<file path="config.mk">
export PLATFORM = sky130hd
export DESIGN_NAME = bsg_sha256_padder_flat
export DESIGN_NICKNAME = d
export VERILOG_FILES = /design/src/rtl/bsg_sha256_padder_if.sv /design/src/rtl/bsg_sha256_padder.sv /design/src/flat_wrapper.sv
export SDC_FILE = /design/constraint.sdc
export NUM_CORES = 1
export LEC_CHECK = 0
export CORE_UTILIZATION = 50
export CTS_CLUSTER_SIZE = 16
export DETAILED_ROUTE_END_ITERATION = 12
export PLACE_DENSITY = 0.8
export SLEW_MARGIN = 20
export SYNTH_ARGS = -nofsm -noshare
export SYNTH_HDL_FRONTEND = slang
export SYNTH_SLANG_ARGS = --single-unit
</file>
<file path="constraint.sdc">
create_clock -name clk_i -period 4.4 [get_ports clk_i]
set_input_delay 0.88 -clock clk_i [delete_from_list [all_inputs] [get_ports clk_i]]
set_output_delay 0.88 -clock clk_i [all_outputs]
set_load 0.02 [all_outputs]
</file>
<file path="src/rtl/bsg_sha256_padder_if.sv">
// bsg_sha256_padder_if: message-word input stream (valid/ready) and padded-word output stream (valid/yumi).
interface bsg_sha256_padder_if #(parameter int word_width_p = 32);
  logic                    in_v;
  logic [word_width_p-1:0] in_data;
  logic                    in_last;
  logic [1:0]              in_last_bytes;
  logic                    in_ready;
  logic                    out_v;
  logic [word_width_p-1:0] out_data;
  logic                    out_last;
  logic                    out_yumi;
  modport master (output in_v, in_data, in_last, in_last_bytes, out_yumi,
                  input  in_ready, out_v, out_data, out_last);
  modport slave  (input  in_v, in_data, in_last, in_last_bytes, out_yumi,
                  output in_ready, out_v, out_data, out_last);
endinterface

</file>
<file path="src/rtl/bsg_sha256_padder.sv">
// bsg_sha256_padder: appends FIPS 180-4 padding and 64-bit bit length to a 32-bit word stream.
module bsg_sha256_padder #(
  parameter int word_width_p = 32,
  parameter int len_width_p  = 64
) (
  input logic               clk_i,
  input logic               reset_i,
  bsg_sha256_padder_if.slave ifc
);
  if (word_width_p != 32 || len_width_p != 64) begin : g_bad_width
    $error("bsg_sha256_padder supports only word_width_p=32 and len_width_p=64");
  end
  typedef enum logic [2:0] {PASS, PAD1, ZERO, LEN_HI, LEN_LO, DONE} state_e;
  state_e      state_r, state_n;
  logic [3:0]  idx_r;
  logic [63:0] len_r;
  logic [31:0] data_r, word, keep, pad;
  logic        v_r, last_r, free, load;
  logic [5:0]  nbits;
  assign free          = !v_r | ifc.out_yumi;
  assign load          = free && (state_r == PASS ? ifc.in_v : state_r != DONE);
  assign ifc.in_ready  = (state_r == PASS) && free;
  assign ifc.out_v     = v_r;
  assign ifc.out_data  = data_r;
  assign ifc.out_last  = last_r;
  // bits carried by the final word; the 0x80 marker lands right after them
  assign nbits = {1'b0, ifc.in_last_bytes, 3'b000} + 6'd8;
  assign keep  = ~(32'hffff_ffff >> nbits);
  assign pad   = 32'h8000_0000 >> nbits;
  always_comb begin
    word    = state_r == PASS   ? (ifc.in_last ? (ifc.in_data & keep) | pad : ifc.in_data) :
              state_r == PAD1   ? 32'h8000_0000 :
              state_r == LEN_HI ? len_r[63:32] :
              state_r == LEN_LO ? len_r[31:0] : 32'h0;
    state_n = state_r == LEN_LO                                   ? DONE   :
              state_r == LEN_HI                                   ? LEN_LO :
              (state_r == PASS && !ifc.in_last)                   ? PASS   :
              (state_r == PASS && ifc.in_last_bytes == 2'd3)      ? PAD1   :
              idx_r == 4'd13                                      ? LEN_HI : ZERO;
  end
  always_ff @(posedge clk_i or negedge reset_i) begin
    if (!reset_i) begin
      state_r <= PASS;
      idx_r   <= '0;
      len_r   <= '0;
      data_r  <= '0;
      v_r     <= 1'b0;
      last_r  <= 1'b0;
    end else if (state_r == DONE) begin
      if (ifc.out_yumi && last_r) begin
        state_r <= PASS;
        idx_r   <= '0;
        len_r   <= '0;
        v_r     <= 1'b0;
        last_r  <= 1'b0;
      end
    end else if (load) begin
      data_r  <= word;
      last_r  <= state_r == LEN_LO;
      v_r     <= 1'b1;
      idx_r   <= idx_r + 4'd1;
      state_r <= state_n;
      if (state_r == PASS) len_r <= len_r + (ifc.in_last ? {58'b0, nbits} : 64'd32);
    end else if (ifc.out_yumi) begin
      v_r    <= 1'b0;
      last_r <= 1'b0;
    end
  end
endmodule
</file>
<file path="src/flat_wrapper.sv">
// flat-port wrapper written by rule: the top's interface ports become plain ports
module bsg_sha256_padder_flat 
#(
  parameter int word_width_p = 32,
  parameter int len_width_p  = 64
)
  (clk_i, reset_i, ifc_in_v, ifc_in_data, ifc_in_last, ifc_in_last_bytes, ifc_out_yumi, ifc_in_ready, ifc_out_v, ifc_out_data, ifc_out_last);
  bsg_sha256_padder_if #(.word_width_p(word_width_p)) ifc_i ();
  input logic clk_i;
  input logic reset_i;
  input wire logic [$bits(ifc_i.in_v)-1:0] ifc_in_v;
  input wire logic [$bits(ifc_i.in_data)-1:0] ifc_in_data;
  input wire logic [$bits(ifc_i.in_last)-1:0] ifc_in_last;
  input wire logic [$bits(ifc_i.in_last_bytes)-1:0] ifc_in_last_bytes;
  input wire logic [$bits(ifc_i.out_yumi)-1:0] ifc_out_yumi;
  output wire logic [$bits(ifc_i.in_ready)-1:0] ifc_in_ready;
  output wire logic [$bits(ifc_i.out_v)-1:0] ifc_out_v;
  output wire logic [$bits(ifc_i.out_data)-1:0] ifc_out_data;
  output wire logic [$bits(ifc_i.out_last)-1:0] ifc_out_last;
  assign ifc_i.in_v = ifc_in_v;
  assign ifc_i.in_data = ifc_in_data;
  assign ifc_i.in_last = ifc_in_last;
  assign ifc_i.in_last_bytes = ifc_in_last_bytes;
  assign ifc_i.out_yumi = ifc_out_yumi;
  assign ifc_in_ready = ifc_i.in_ready;
  assign ifc_out_v = ifc_i.out_v;
  assign ifc_out_data = ifc_i.out_data;
  assign ifc_out_last = ifc_i.out_last;
  bsg_sha256_padder #(.word_width_p(word_width_p), .len_width_p(len_width_p)) u_core (.clk_i(clk_i), .reset_i(reset_i), .ifc(ifc_i));
endmodule
</file>
[After elaboration in Yosys (flattened, before gate mapping)]
Cells that the tools add are included.
Cells by class
  add/sub/neg operators: 3
  equality and inequality tests: 8
  shifts and indexed selects: 2
  mux-type cells: 28
  bitwise operators: 5
  reductions and logical operators: 15
Operators by type and width (count)
  64-bit 2-to-1 mux: 4
  32-bit 2-to-1 mux: 5
  64-bit adder: 1
  32-bit by 6-bit >> shifter with 32-bit output, first input constant: 2
  32-bit bitwise AND: 1
  32-bit inverter: 1
  32-bit bitwise OR: 1
  3-bit 2-to-1 mux: 7
  4-bit 2-to-1 mux: 3
  1-bit 2-to-1 mux: 8
  5-bit by 4-bit adder with 6-bit output, second input constant: 1
  3-bit equality test, second input constant: 2
  6-bit 2-to-1 mux: 1
  2-bit AND reduction: 3
  1-bit logical AND: 5
  4-bit by 1-bit adder with 4-bit output, second input constant: 1
  4-bit equality test, second input constant: 1
  2-bit nonzero test: 2
  3-bit by 1-bit equality test with 1-bit output, second input constant: 1
  3-bit by 2-bit equality test with 1-bit output, second input constant: 1
  3-bit logical NOT: 1
  3-bit inequality test, second input constant: 1
  3-bit AND reduction: 1
  3-bit nonzero test: 1
  other kinds (5): 6
Word-level totals
  register bits after elaboration: 105
  input bits: 39
  output and inout bits: 35
  logic and storage cells: 67

[Depth between registers and ports, before layout]
Gate-level depths: netlist of run 1.
  depth after elaboration: 8
  depth in mapped cells: 11
  gate-level depth less buffers: 9

[Worst setup path before layout of run 1]
OpenSTA, ideal clock, no wires.
  kind: input-to-reg
  start point: input port ifc_in_last
  end point: register u_core.len_r[41]
  arrival: 2.963 ns
  required time: 4.322 ns
  setup slack: 1.359 ns
  stages: 10
  cell sequence: clkbuf_1 nor2b_1 ha_1 fa_1 a21o_1 clkbuf_1 o2111ai_1 clkbuf_1 or3_1 a21oi_1
On the way
  longest elaborated chain between the ends: 5
Ends and longest elaborated chain
  start, declared: RTL line flat_wrapper.sv:13  | input wire logic [$bits(ifc_i.in_last)-1:0] ifc_in_last;
  6-bit 2-to-1 mux: RTL line bsg_sha256_padder.sv:63  | if (state_r == PASS) len_r <= len_r + (ifc.in_last ? {58'b0, nbits} : 64'd32);
  64-bit adder: RTL line bsg_sha256_padder.sv:63
  64-bit 2-to-1 mux: RTL line bsg_sha256_padder.sv:63
  64-bit 2-to-1 mux: RTL line bsg_sha256_padder.sv:57  | end else if (load) begin
  64-bit 2-to-1 mux: RTL line bsg_sha256_padder.sv:49  | end else if (state_r == DONE) begin
  end signal, assigned: RTL line bsg_sha256_padder.sv:63
  end, declared: RTL line bsg_sha256_padder.sv:16  | logic [63:0] len_r;
No other way between the ends. The select of a mux whose other input is x is not followed.
A chain may end at the register's enable or synchronous reset.

[Worst setup path in the final report of run 1]
  start point: input port ifc_in_last_bytes[0]
  end point: register u_core.len_r[24]
On the way
  longest elaborated chain between the ends: 6
Ends and longest elaborated chain
  start, declared: RTL line flat_wrapper.sv:14  | input wire logic [$bits(ifc_i.in_last_bytes)-1:0] ifc_in_last_bytes;
  5-bit by 4-bit adder with 6-bit output: RTL line bsg_sha256_padder.sv:27  | assign nbits = {1'b0, ifc.in_last_bytes, 3'b000} + 6'd8;
  6-bit 2-to-1 mux: RTL line bsg_sha256_padder.sv:63
  64-bit adder: RTL line bsg_sha256_padder.sv:63
  64-bit 2-to-1 mux: RTL line bsg_sha256_padder.sv:63
  64-bit 2-to-1 mux: RTL line bsg_sha256_padder.sv:57
  64-bit 2-to-1 mux: RTL line bsg_sha256_padder.sv:49
No other way between the ends. The select of a mux whose other input is x is not followed.

==> results.json, run 1 <==
{
  "layout_min_cycle_time_ns": 3.48,
  "max_freq_ghz": 0.288,
  "power.leakage_uw": 0.00258,
  "design.core.area_um2": 10800,
  "syn_nets": 664,
  "max_slew_margin": 0.413,
  "drt_iter0_drc": 445,
  "irDropWorstVdd_v": 0.000252,
  "switching_power_uw": 883,
  "criticalPathCategory": "primary input to flip-flop",
  "slew_viol_final": 0,
  "die_w_um": 108,
  "area_delta_synth_final_pct": 17.9,
  "synth_flop_cell": "dfrtp_1",
  "hold_path.class": "flip-flop to flip-flop",
  "most-common-layout-cells": "dfrtp_1, clkdlybuf4s50_1, nand2_1, o21ai_0, a21oi_1",
  "row_count": 38,
  "ys_types": 54,
  "fin_crit_sh": 0.791,
  "io_buffers": 73,
  "grt_pass1_vias": 4936,
  "required_ns": 4.72,
  "ioPinCount": 74,
  "wl_per_cell_um": 18.5,
  "postCtsSetupBuffers": 0,
  "synthArstFlopShare": 1.00,
  "critPathLaunchType": "primary input",
  "drtAntennaViolNets": 0,
  "cp_max_fo": 13,
  "clk_path_buf_depth": 2,
  "viasPerCell": 6.43,
  "antenna_cells": 0,
  "timing.reg2reg.setup_slack_ns": 1.34,
  "arrival_ns": 3.80,
  "grt_start_max_net_pins": 87,
  "switching_share": 0.351,
  "yosys_register_bits": 102,
  "gr-total-overflow": 0,
  "die_h_um": 108,
  "power.clock.fraction": 0.244,
  "synth_edf_count": 0,
  "antenna_found_initial": 0,
  "gr-usage-all-layers": 0.271,
  "rsz0062_at_grt": "false",
  "intPower_uw": 1630,
  "final_util": 0.606,
  "clk_latency_ns": 0.38,
  "synth_area_um2": 5580,
  "grt_pass1_wl_um": 24200,
  "vias": 5174,
  "comb_power_share": 0.282,
  "p_per_area_nw_per_um2": 382,
  "cts_root_buf": "clkbuf_8",
  "gp_congestion": 0.860,
  "final_common_cell": "dfrtp_1",
  "start_util": 0.514,
  "dieArea_um2": 11600,
  "fin_tns_setup_ns": 0,
  "yosysWarningCount": 0,
  "avgSynthCellArea_um2": 9.08,
  "clk_pin_slew_ns": 0.10,
  "cts_sinks": 102,
  "wirelength_um": 14900,
  "cap_violations": 0,
  "first_pass_iters": 6,
  "ctsHoldBuffers": 0,
  "nNetsFinal": 711,
  "yosysSeqAreaShare": 0.458,
  "hold_viol_final": 0,
  "cts_tree": "yes",
  "cts_resized": 0,
  "ctsHtreeMaxLevel": 3,
  "tightestPinTransition_ns": 0.873,
  "setup_viol": 0,
  "postSynthCellCount": 614,
  "skew_ns": 0.0130,
  "status": "finished, final reports clean",
  "post_route_cells_drive_above_1_share": 0.0632,
  "cts_made_buffers": 9,
  "endpoint_kind": "flip-flop",
  "p_seq_frac": 0.474,
  "drcViolationCount": 0,
  "fillerInstances": 911,
  "dp_hpwl_um": 10600
}
## path summary, 6_finish.rpt
kind / from / to / cells after the start
setup reg to reg: u_core.state_r[2]$_DFFE_PN0P_ / u_core.len_r[24]$_DFFE_PN0P_ / 5
min in group asynchronous: reset_i / u_core.idx_r[0]$_DFFE_PN0P_ / 1
hold reg to reg: u_core.ifc.out_data[14]$_DFFE_PN0P_ / u_core.ifc.out_data[14]$_DFFE_PN0P_ / 2
setup / recovery: ifc_in_last_bytes[0] / u_core.len_r[24]$_DFFE_PN0P_ / 10
max in group asynchronous: reset_i / u_core.ifc.out_data[0]$_DFFE_PN0P_ / 2
hold / removal: u_core.ifc.out_data[14]$_DFFE_PN0P_ / u_core.ifc.out_data[14]$_DFFE_PN0P_ / 2
## cell families (layout without fill, tap and decap cells)
group	after synthesis	count (layout)	synth area share
compound gates	179	179	0.208
xor+xnor	22	22	0.0346
fa+ha+maj	11	11	0.0260
buf+inv	57	108	0.0406
flops	102	102	0.458
mux	8	8	0.0159
simple gates	235	235	0.218
## state kept, by name, summed over array words and instances (netlist names)
register and cells:
u_core.idx_r 4, u_core.ifc.out_data 32, u_core.ifc.out_last 1, u_core.ifc.out_v 1, u_core.len_r 61, u_core.state_r 3
## synth_stat cells (all sizes together) (3+ instances only)
| library cell | instances | area share |
|---|---|---|
| dfrtp | 102 | 0.46 |
| nand2 | 68 | 0.046 |
| o21ai | 54 | 0.048 |
| a21oi | 52 | 0.047 |
| nor2 | 49 | 0.033 |
| clkbuf | 36 | 0.024 |
| nand3 | 29 | 0.026 |
| or3 | 24 | 0.027 |
| a222oi | 18 | 0.032 |
| or4 | 17 | 0.023 |
| o31ai | 16 | 0.022 |
| inv | 12 | 0.0081 |
| xnor2 | 12 | 0.019 |
| a221oi | 11 | 0.017 |
| ha | 10 | 0.022 |
| nand4 | 10 | 0.015 |
| xor2 | 10 | 0.016 |
| buf | 9 | 0.0083 |
| o2111ai | 9 | 0.014 |
| and3 | 7 | 0.0099 |
| mux2 | 7 | 0.014 |
| nor3 | 6 | 0.0054 |
| nor4 | 6 | 0.0079 |
| a2111oi | 5 | 0.0079 |
| and2 | 5 | 0.0056 |
| and4 | 5 | 0.0081 |
| nand2b | 3 | 0.0034 |
## per-layer routing
layer  GRT usage  vias to the layer above  wire, um
li1            -                     2386         -
met1       0.358                     2536      6040
met2       0.443                      226      7300
met3      0.0460                       26      1220
met4       0.111                        0       334
met5           0                        -         0
## metrics by stage
stage | area, um2 | setup slack [ns] | power [uW] | instances | hold slack [ns]
after floorplan | 5580 | 1.36 | 1600 | 614 | 0.468
after global placement | 6370 | 0.686 | 1890 | 790 | 0.469
after detailed placement | 6370 | 0.582 | 1920 | 790 | 0.478
after CTS | 6570 | 0.935 | 2510 | 805 | 0.500
after global routing | 6570 | 0.669 | 2640 | 805 | 0.522
final | 6570 | 0.922 | 2510 | 805 | 0.499
## power groups by stage
stage | registers (uW) | logic (uW) | clock network (uW)
3_5_place_dp | 1210 | 707 | 0
3_3_place_gp | 1200 | 687 | 0
6_report | 1190 | 709 | 612
4_1_cts | 1190 | 709 | 615
5_1_grt | 1210 | 774 | 653
2_1_floorplan | 1230 | 369 | 0
## area by class of cell
class	instances	area [um2]	area share
flip-flops and latches	102	2550	0.388
clock buffers	10	138	0.0209
clock inverters	5	60.1	0.00914
well taps	140	175	0.0267
inverters	12	45.0	0.00685
repair buffers	81	792	0.121
multi-input cells	455	2810	0.428
## worst max-delay path: stages
cell	delay (ns)
clkdlybuf4s50_1	0.56
inv_1	0.09
ha_1	0.30
and2_1	0.20
ha_1	0.29
nand3_1	0.08
a21oi_1	0.18
o2111ai_1	0.45
or4_1	0.63
a21oi_1	0.15
(Power assumes the default switching activity.)
==> run 2: changes to the inputs <==
--- a/config.mk
+++ b/config.mk
@@ -8,7 +8,7 @@
 export CORE_UTILIZATION = 50
 export CTS_CLUSTER_SIZE = 16
 export DETAILED_ROUTE_END_ITERATION = 12
-export PLACE_DENSITY = 0.8
+export PLACE_DENSITY = 0.82
 export SLEW_MARGIN = 20
 export SYNTH_ARGS = -nofsm -noshare
 export SYNTH_HDL_FRONTEND = slang
==> constraint.sdc (replaced) <==
create_clock -name clk_i -period 3 [get_ports clk_i]
set_input_delay 0.6 -clock clk_i [delete_from_list [all_inputs] [get_ports clk_i]]
set_output_delay 0.6 -clock clk_i [all_outputs]
set_load 0.02 [all_outputs]
==> run 2 against run 1 <==
  * Critical path depth rose by 1
  * Setup slack worse by 0.91 ns
  * Cell count increased by 4.5%
  * Non-clock buffer count is 35 higher
  * Clock power increased by 67%
  * Register-to-register slack got worse by 1.0 ns
==> results.json, run 2 (same netlist as run 1, synthesis figures left out) <==
{
  "area_delta_synth_final_pct": 25.0,
  "row_count": 38,
  "critPathLaunchType": "primary input",
  "die_w_um": 108,
  "criticalPathCategory": "primary input to flip-flop",
  "viasPerCell": 6.32,
  "largest_reg_flops": 61,
  "cts_made_buffers": 9,
  "setup_viol": 0,
  "fin_tns_setup_ns": 0,
  "placed_cell_area_um2": 6640,
  "p_per_area_nw_per_um2": 563,
  "drtAntennaViolNets": 0,
  "irDropWorstVdd_v": 0.000253,
  "ctsHoldBuffers": 0,
  "io_buffers": 73,
  "cap_violations": 0,
  "max_slew_margin": 0.431,
  "dieArea_um2": 11600,
  "wirelength_um": 16000,
  "gr-total-overflow": 0,
  "finalInstanceArea_um2": 6970,
  "drcViolationCount": 0,
  "start_util": 0.514,
  "layout_min_cycle_time_ns": 2.99,
  "dp_hpwl_um": 11100,
  "most-common-layout-cells": "dfrtp_1, clkdlybuf4s50_1, nand2_1, o21ai_0",
  "tightestPinTransition_ns": 0.854,
  "dr.max_layer_used": "met4",
  "met2WireLength_um": 7640,
  "cp_max_fo": 7,
  "design.core.area_um2": 10800,
  "arrival_ns": 3.29,
  "status": "finished, final reports clean",
  "antenna_found_initial": 0,
  "gr-usage-all-layers": 0.285,
  "post_route_cells_drive_above_1_share": 0.128,
  "required_ns": 3.30,
  "dr_wl_met3_um": 1160,
  "hold_path.class": "primary input to async pin",
  "hold_viol_final": 0,
  "slew_viol_final": 0,
  "die_h_um": 108,
  "grt_pass1_vias": 5027,
  "first_pass_iters": 5,
  "cts_root_buf": "clkbuf_8",
  "max_freq_ghz": 0.335,
  "drt_iter0_drc": 539,
  "grt_start_max_net_pins": 47,
  "vias": 5317,
  "nNetsFinal": 746,
  "ctsHtreeMaxLevel": 3,
  "antenna_cells": 0,
  "timing.reg2reg.setup_slack_ns": 0.30,
  "fin_crit_sh": 0.996,
  "grt_pass1_wl_um": 25400,
  "clk_latency_ns": 0.39,
  "ioPinCount": 74,
  "clk_path_buf_depth": 2,
  "power.leakage_uw": 0.00279,
  "clk_pin_slew_ns": 0.09,
  "largest-register": "u_core.len_r",
  "gp_congestion": 0.893,
  "endpoint_kind": "flip-flop",
  "cts_tree": "yes",
  "skew_ns": 0.0121,
  "wl_met1_um": 6720,
  "wl_per_cell_um": 19.0,
  "final_common_cell": "dfrtp_1",
  "cts_sinks": 102
}
-- run 2: cell count changes in the layout (fill, tap and decap cells not counted), sizes merged --
| cell | previous run | this run |
|---|---|---|
| buf | 9 | 44 |
| clkbuf | 10 | 13 |
| dlymetal6s2s | 0 | 1 |
| clkinv | 3 | 1 |
| bufinv | 1 | 2 |
| clkdlybuf4s50 | 72 | 71 |
| clkinvlp | 1 | 0 |
-- run 2: cell type report --
type / instances / area [um2]
clock buffer: 13 / 169
clock inverter: 3 / 65.1
fill: 840 / 3870
inverter: 12 / 45.0
multi-input combinational: 455 / 2890
sequential: 102 / 2550
tap: 140 / 175
timing repair buffer: 116 / 1080
-- run 2: what timing repair did --
item	4_1_cts	5_1_grt
setup buffers	0	0
gates resized for setup	0	16
setup endpoints to repair	0	12
-- run 2: worst paths after layout --
check | start | end | cells past startpoint
min | reset_i | u_core.len_r[16]$_DFFE_PN0P_ | 1
min reg2reg | u_core.ifc.out_data[4]$_DFFE_PN0P_ | u_core.ifc.out_data[4]$_DFFE_PN0P_ | 2
min in group clk_i | u_core.ifc.out_data[4]$_DFFE_PN0P_ | u_core.ifc.out_data[4]$_DFFE_PN0P_ | 2
max in group asynchronous | reset_i | u_core.len_r[37]$_DFFE_PN0P_ | 2
max | ifc_in_last_bytes[0] | u_core.len_r[50]$_DFFE_PN0P_ | 11
max reg2reg | u_core.state_r[0]$_DFFE_PN0P_ | u_core.ifc.out_data[21]$_DFFE_PN0P_ | 4
-- run 2: worst max-delay path: stages --
cell and delay (ns):
clkdlybuf4s50_1 0.48, inv_1 0.06, ha_1 0.28, and2_4 0.16, ha_1 0.28, nand3_2 0.07
a21oi_2 0.23, o2111ai_4 0.19, buf_6 0.22, or4_4 0.53, a21oi_2 0.18
-- run 2: metal layers --
layer | vias to the layer above | track usage
met1 | 2604 | 0.382
met3 | 34 | 0.0448
met5 | - | 0
met2 | 229 | 0.447
met4 | 0 | 0.145
li1 | 2450 | -
-- run 2: through the flow --
step	setup slack, ns	total power (uW)	utilization	hold slack, ns	cells
finish	0.0125	3920	0.643	0.223	841
global route	-0.0634	4120	0.643	0.255	841
CTS	0.0419	3900	0.634	0.222	839
detailed placement	-0.359	2890	0.613	0.474	823
global placement	-0.214	2840	0.613	0.466	823
floorplan	0.239	2340	-	0.304	614
-- run 2: where the power goes --
group	switching (uW)	total (uW)	internal, uW
clock	486	1020	538
combinational	656	1190	531
sequential	174	1710	1540
==> run 3: changes to the inputs <==
--- a/config.mk
+++ b/config.mk
@@ -5,10 +5,11 @@
 export SDC_FILE = /design/constraint.sdc
 export NUM_CORES = 1
 export LEC_CHECK = 0
-export CORE_UTILIZATION = 50
+export CAP_MARGIN = 20
+export CORE_UTILIZATION = 45
 export CTS_CLUSTER_SIZE = 16
 export DETAILED_ROUTE_END_ITERATION = 12
-export PLACE_DENSITY = 0.82
+export PLACE_DENSITY = 0.76
 export SLEW_MARGIN = 20
 export SYNTH_ARGS = -nofsm -noshare
 export SYNTH_HDL_FRONTEND = slang
==> run 3 against run 2 <==
  * Combinational power about the same
  * Sequential power barely moved
  * Die area up 11%
  * Utilization decreased by 5.3 points
  * Maximum frequency grew 2.7%
  * Global-route usage fell by 2.9 points
  * Clock skew decreased by 0.0044 ns
  * Worst hold slack better by 0.035 ns
  * Critical path type unchanged
  * Critical endpoint is now u_core.len_r[52]$_DFFE_PN0P_
==> results.json, run 3 (same netlist as run 1, synthesis figures left out) <==
{
  "status": "finished, final reports clean",
  "switching_power_uw": 1350,
  "drtAntennaViolNets": 0,
  "cts_sinks": 102,
  "globalRouteMet3Util": 0.0305,
  "gp_congestion": 0.930,
  "gr-usage-all-layers": 0.256,
  "grt_pass1_wl_um": 25800,
  "dieArea_um2": 12800,
  "most-common-layout-cells": "dfrtp_1, clkdlybuf4s50_1, nand2_1, o21ai_0",
  "setup_viol": 0,
  "gr-total-overflow": 0,
  "die_w_um": 113,
  "ctsHtreeMaxLevel": 3,
  "irDropWorstVdd_v": 0.000259,
  "critPathLaunchType": "primary input",
  "setup_ws_ns": 0.0916,
  "design.core.area_um2": 12100,
  "hold_path.class": "primary input to async pin",
  "p_per_area_nw_per_um2": 585,
  "post-place-ws_ns": -0.286,
  "power.leakage_uw": 0.00285,
  "clk_path_buf_depth": 2,
  "cts_root_buf": "clkbuf_16",
  "cp_max_fo": 5,
  "cap_violations": 0,
  "viasPerCell": 6.15,
  "gr-max-usage-layer": "met2",
  "wl_per_cell_um": 18.2,
  "cts_tree": "yes",
  "power.clock.fraction": 0.301,
  "row_count": 40,
  "max_slew_margin": 0.418,
  "path_cells": "clkdlybuf4s50_1 > inv_1 > ha_1 > and2_4 > ha_1 > nand3_2 > a21oi_2 > o2111ai_2 > buf_4 > buf_4 > or3_1 > a21oi_1",
  "wirelength_um": 15900,
  "use_met1": 0.334,
  "comb_power_share": 0.292,
  "fillerInstances": 1006,
  "switching_share": 0.324,
  "grt_start_max_net_pins": 57,
  "skew_ns": 0.00763,
  "intPower_uw": 2820,
  "first_pass_iters": 5,
  "vias": 5388,
  "start_util": 0.462,
  "endpoint_kind": "flip-flop",
  "io_buffers": 73,
  "max_stage_delay_ns": 0.48,
  "fin_tns_setup_ns": 0,
  "area_delta_synth_final_pct": 27.7,
  "required_ns": 3.28,
  "tightestPinTransition_ns": 0.873,
  "nNetsFinal": 753,
  "crit_slowest_cell": "clkdlybuf4s50_1",
  "cts_made_buffers": 9,
  "slew_viol_final": 0,
  "arrival_ns": 3.19,
  "largest_reg_flops": 61,
  "p_seq_frac": 0.408,
  "die_h_um": 113,
  "drt_iter0_drc": 624,
  "grt_pass1_vias": 5182,
  "ioPinCount": 74,
  "post_route_cells_drive_above_1_share": 0.133,
  "layout_min_cycle_time_ns": 2.91,
  "criticalPathCategory": "primary input to flip-flop",
  "antenna_found_initial": 0,
  "clk_latency_ns": 0.35,
  "final_common_cell": "dfrtp_1",
  "use_met2": 0.428,
  "largest-register": "u_core.len_r",
  "clk_pin_slew_ns": 0.07,
  "dp_hpwl_um": 11400,
  "hold_viol_final": 0,
  "antenna_cells": 0,
  "fin_crit_sh": 0.969,
  "max_freq_ghz": 0.344,
  "drcViolationCount": 0
}
==> run 3: cell count changes in the layout (fill, tap and decap cells not counted), sizes merged <==
cell | before | now
buf | 44 | 51
clkdlybuf4s50 | 71 | 72
clkinv | 1 | 0
clkbuf | 13 | 14
bufinv | 2 | 1
clkinvlp | 0 | 1
dlymetal6s2s | 1 | 0
==> run 3: path summary, 6_finish.rpt <==
check                      slack, ns                                start  depth (start not counted)                                  end
max in group asynchronous       2.01                              reset_i                          2  u_core.ifc.out_data[20]$_DFFE_PN0P_
min in group clk_i              0.49  u_core.ifc.out_data[16]$_DFFE_PN0P_                          2  u_core.ifc.out_data[16]$_DFFE_PN0P_
min reg2reg                     0.49  u_core.ifc.out_data[16]$_DFFE_PN0P_                          2  u_core.ifc.out_data[16]$_DFFE_PN0P_
max reg2reg                     0.51        u_core.state_r[0]$_DFFE_PN0P_                          4  u_core.ifc.out_data[20]$_DFFE_PN0P_
max                             0.09                 ifc_in_last_bytes[0]                         12         u_core.len_r[52]$_DFFE_PN0P_
min                             0.26                              reset_i                          1   u_core.ifc.out_data[1]$_DFFE_PN0P_
==> run 3: what timing repair did <==
item | in CTS | in global routing
setup buffers | 0 | 2
gates resized for setup | 0 | 14
setup endpoints to repair | 0 | 8
hold endpoints to repair | 0 | 0
hold buffers | 0 | 0
==> run 3: stage by stage <==
step / util / power [uW] / area (um2) / hold WS, ns / std cells
finish: 0.590 / 4170 / 7120 / 0.258 / 876
global route: 0.590 / 4360 / 7120 / 0.313 / 876
CTS: 0.584 / 4150 / 7040 / 0.285 / 872
detailed placement: 0.557 / 2910 / 6720 / 0.474 / 856
global placement: 0.557 / 2870 / 6720 / 0.465 / 856
floorplan: - / 2340 / 5580 / 0.304 / 614
==> run 3: power groups by stage <==
stage,clock (uW),sequential (uW),combinational (uW)
floorplan,0,1800,542
global placement,0,1710,1160
detailed placement,0,1720,1190
CTS,1260,1690,1190
global route,1320,1720,1320
finish,1250,1700,1220
==> run 3: routing by layer <==
| metal | wire length [um] | vias to the layer above |
|---|---|---|
| li1 | - | 2461 |
| met1 | 6590 | 2677 |
| met2 | 7790 | 212 |
| met3 | 1130 | 38 |
| met4 | 420 | 0 |
| met5 | 0 | - |
==> run 3: worst max-delay path, delay by kind of cell <==
kind                     cells  cell delay [ns]
AO/OA/AOI/OAI                3             0.52
buffers and inverters        4             0.91
AND/OR/NAND/NOR              3             0.58
adder cells (fa/ha/maj)      2             0.57
==> run 3: cell type report <==
| class | count | area (um2) | share of cell area |
|---|---|---|---|
| Clock inverter | 2 | 37.5 | 0.00527 |
| Inverter | 12 | 45.0 | 0.00633 |
| Timing Repair Buffer | 123 | 1130 | 0.159 |
| Multi-Input combinational cell | 455 | 2860 | 0.401 |
| Sequential cell | 102 | 2550 | 0.359 |
| Clock buffer | 14 | 284 | 0.0399 |
| Tap cell | 168 | 210 | 0.0295 |
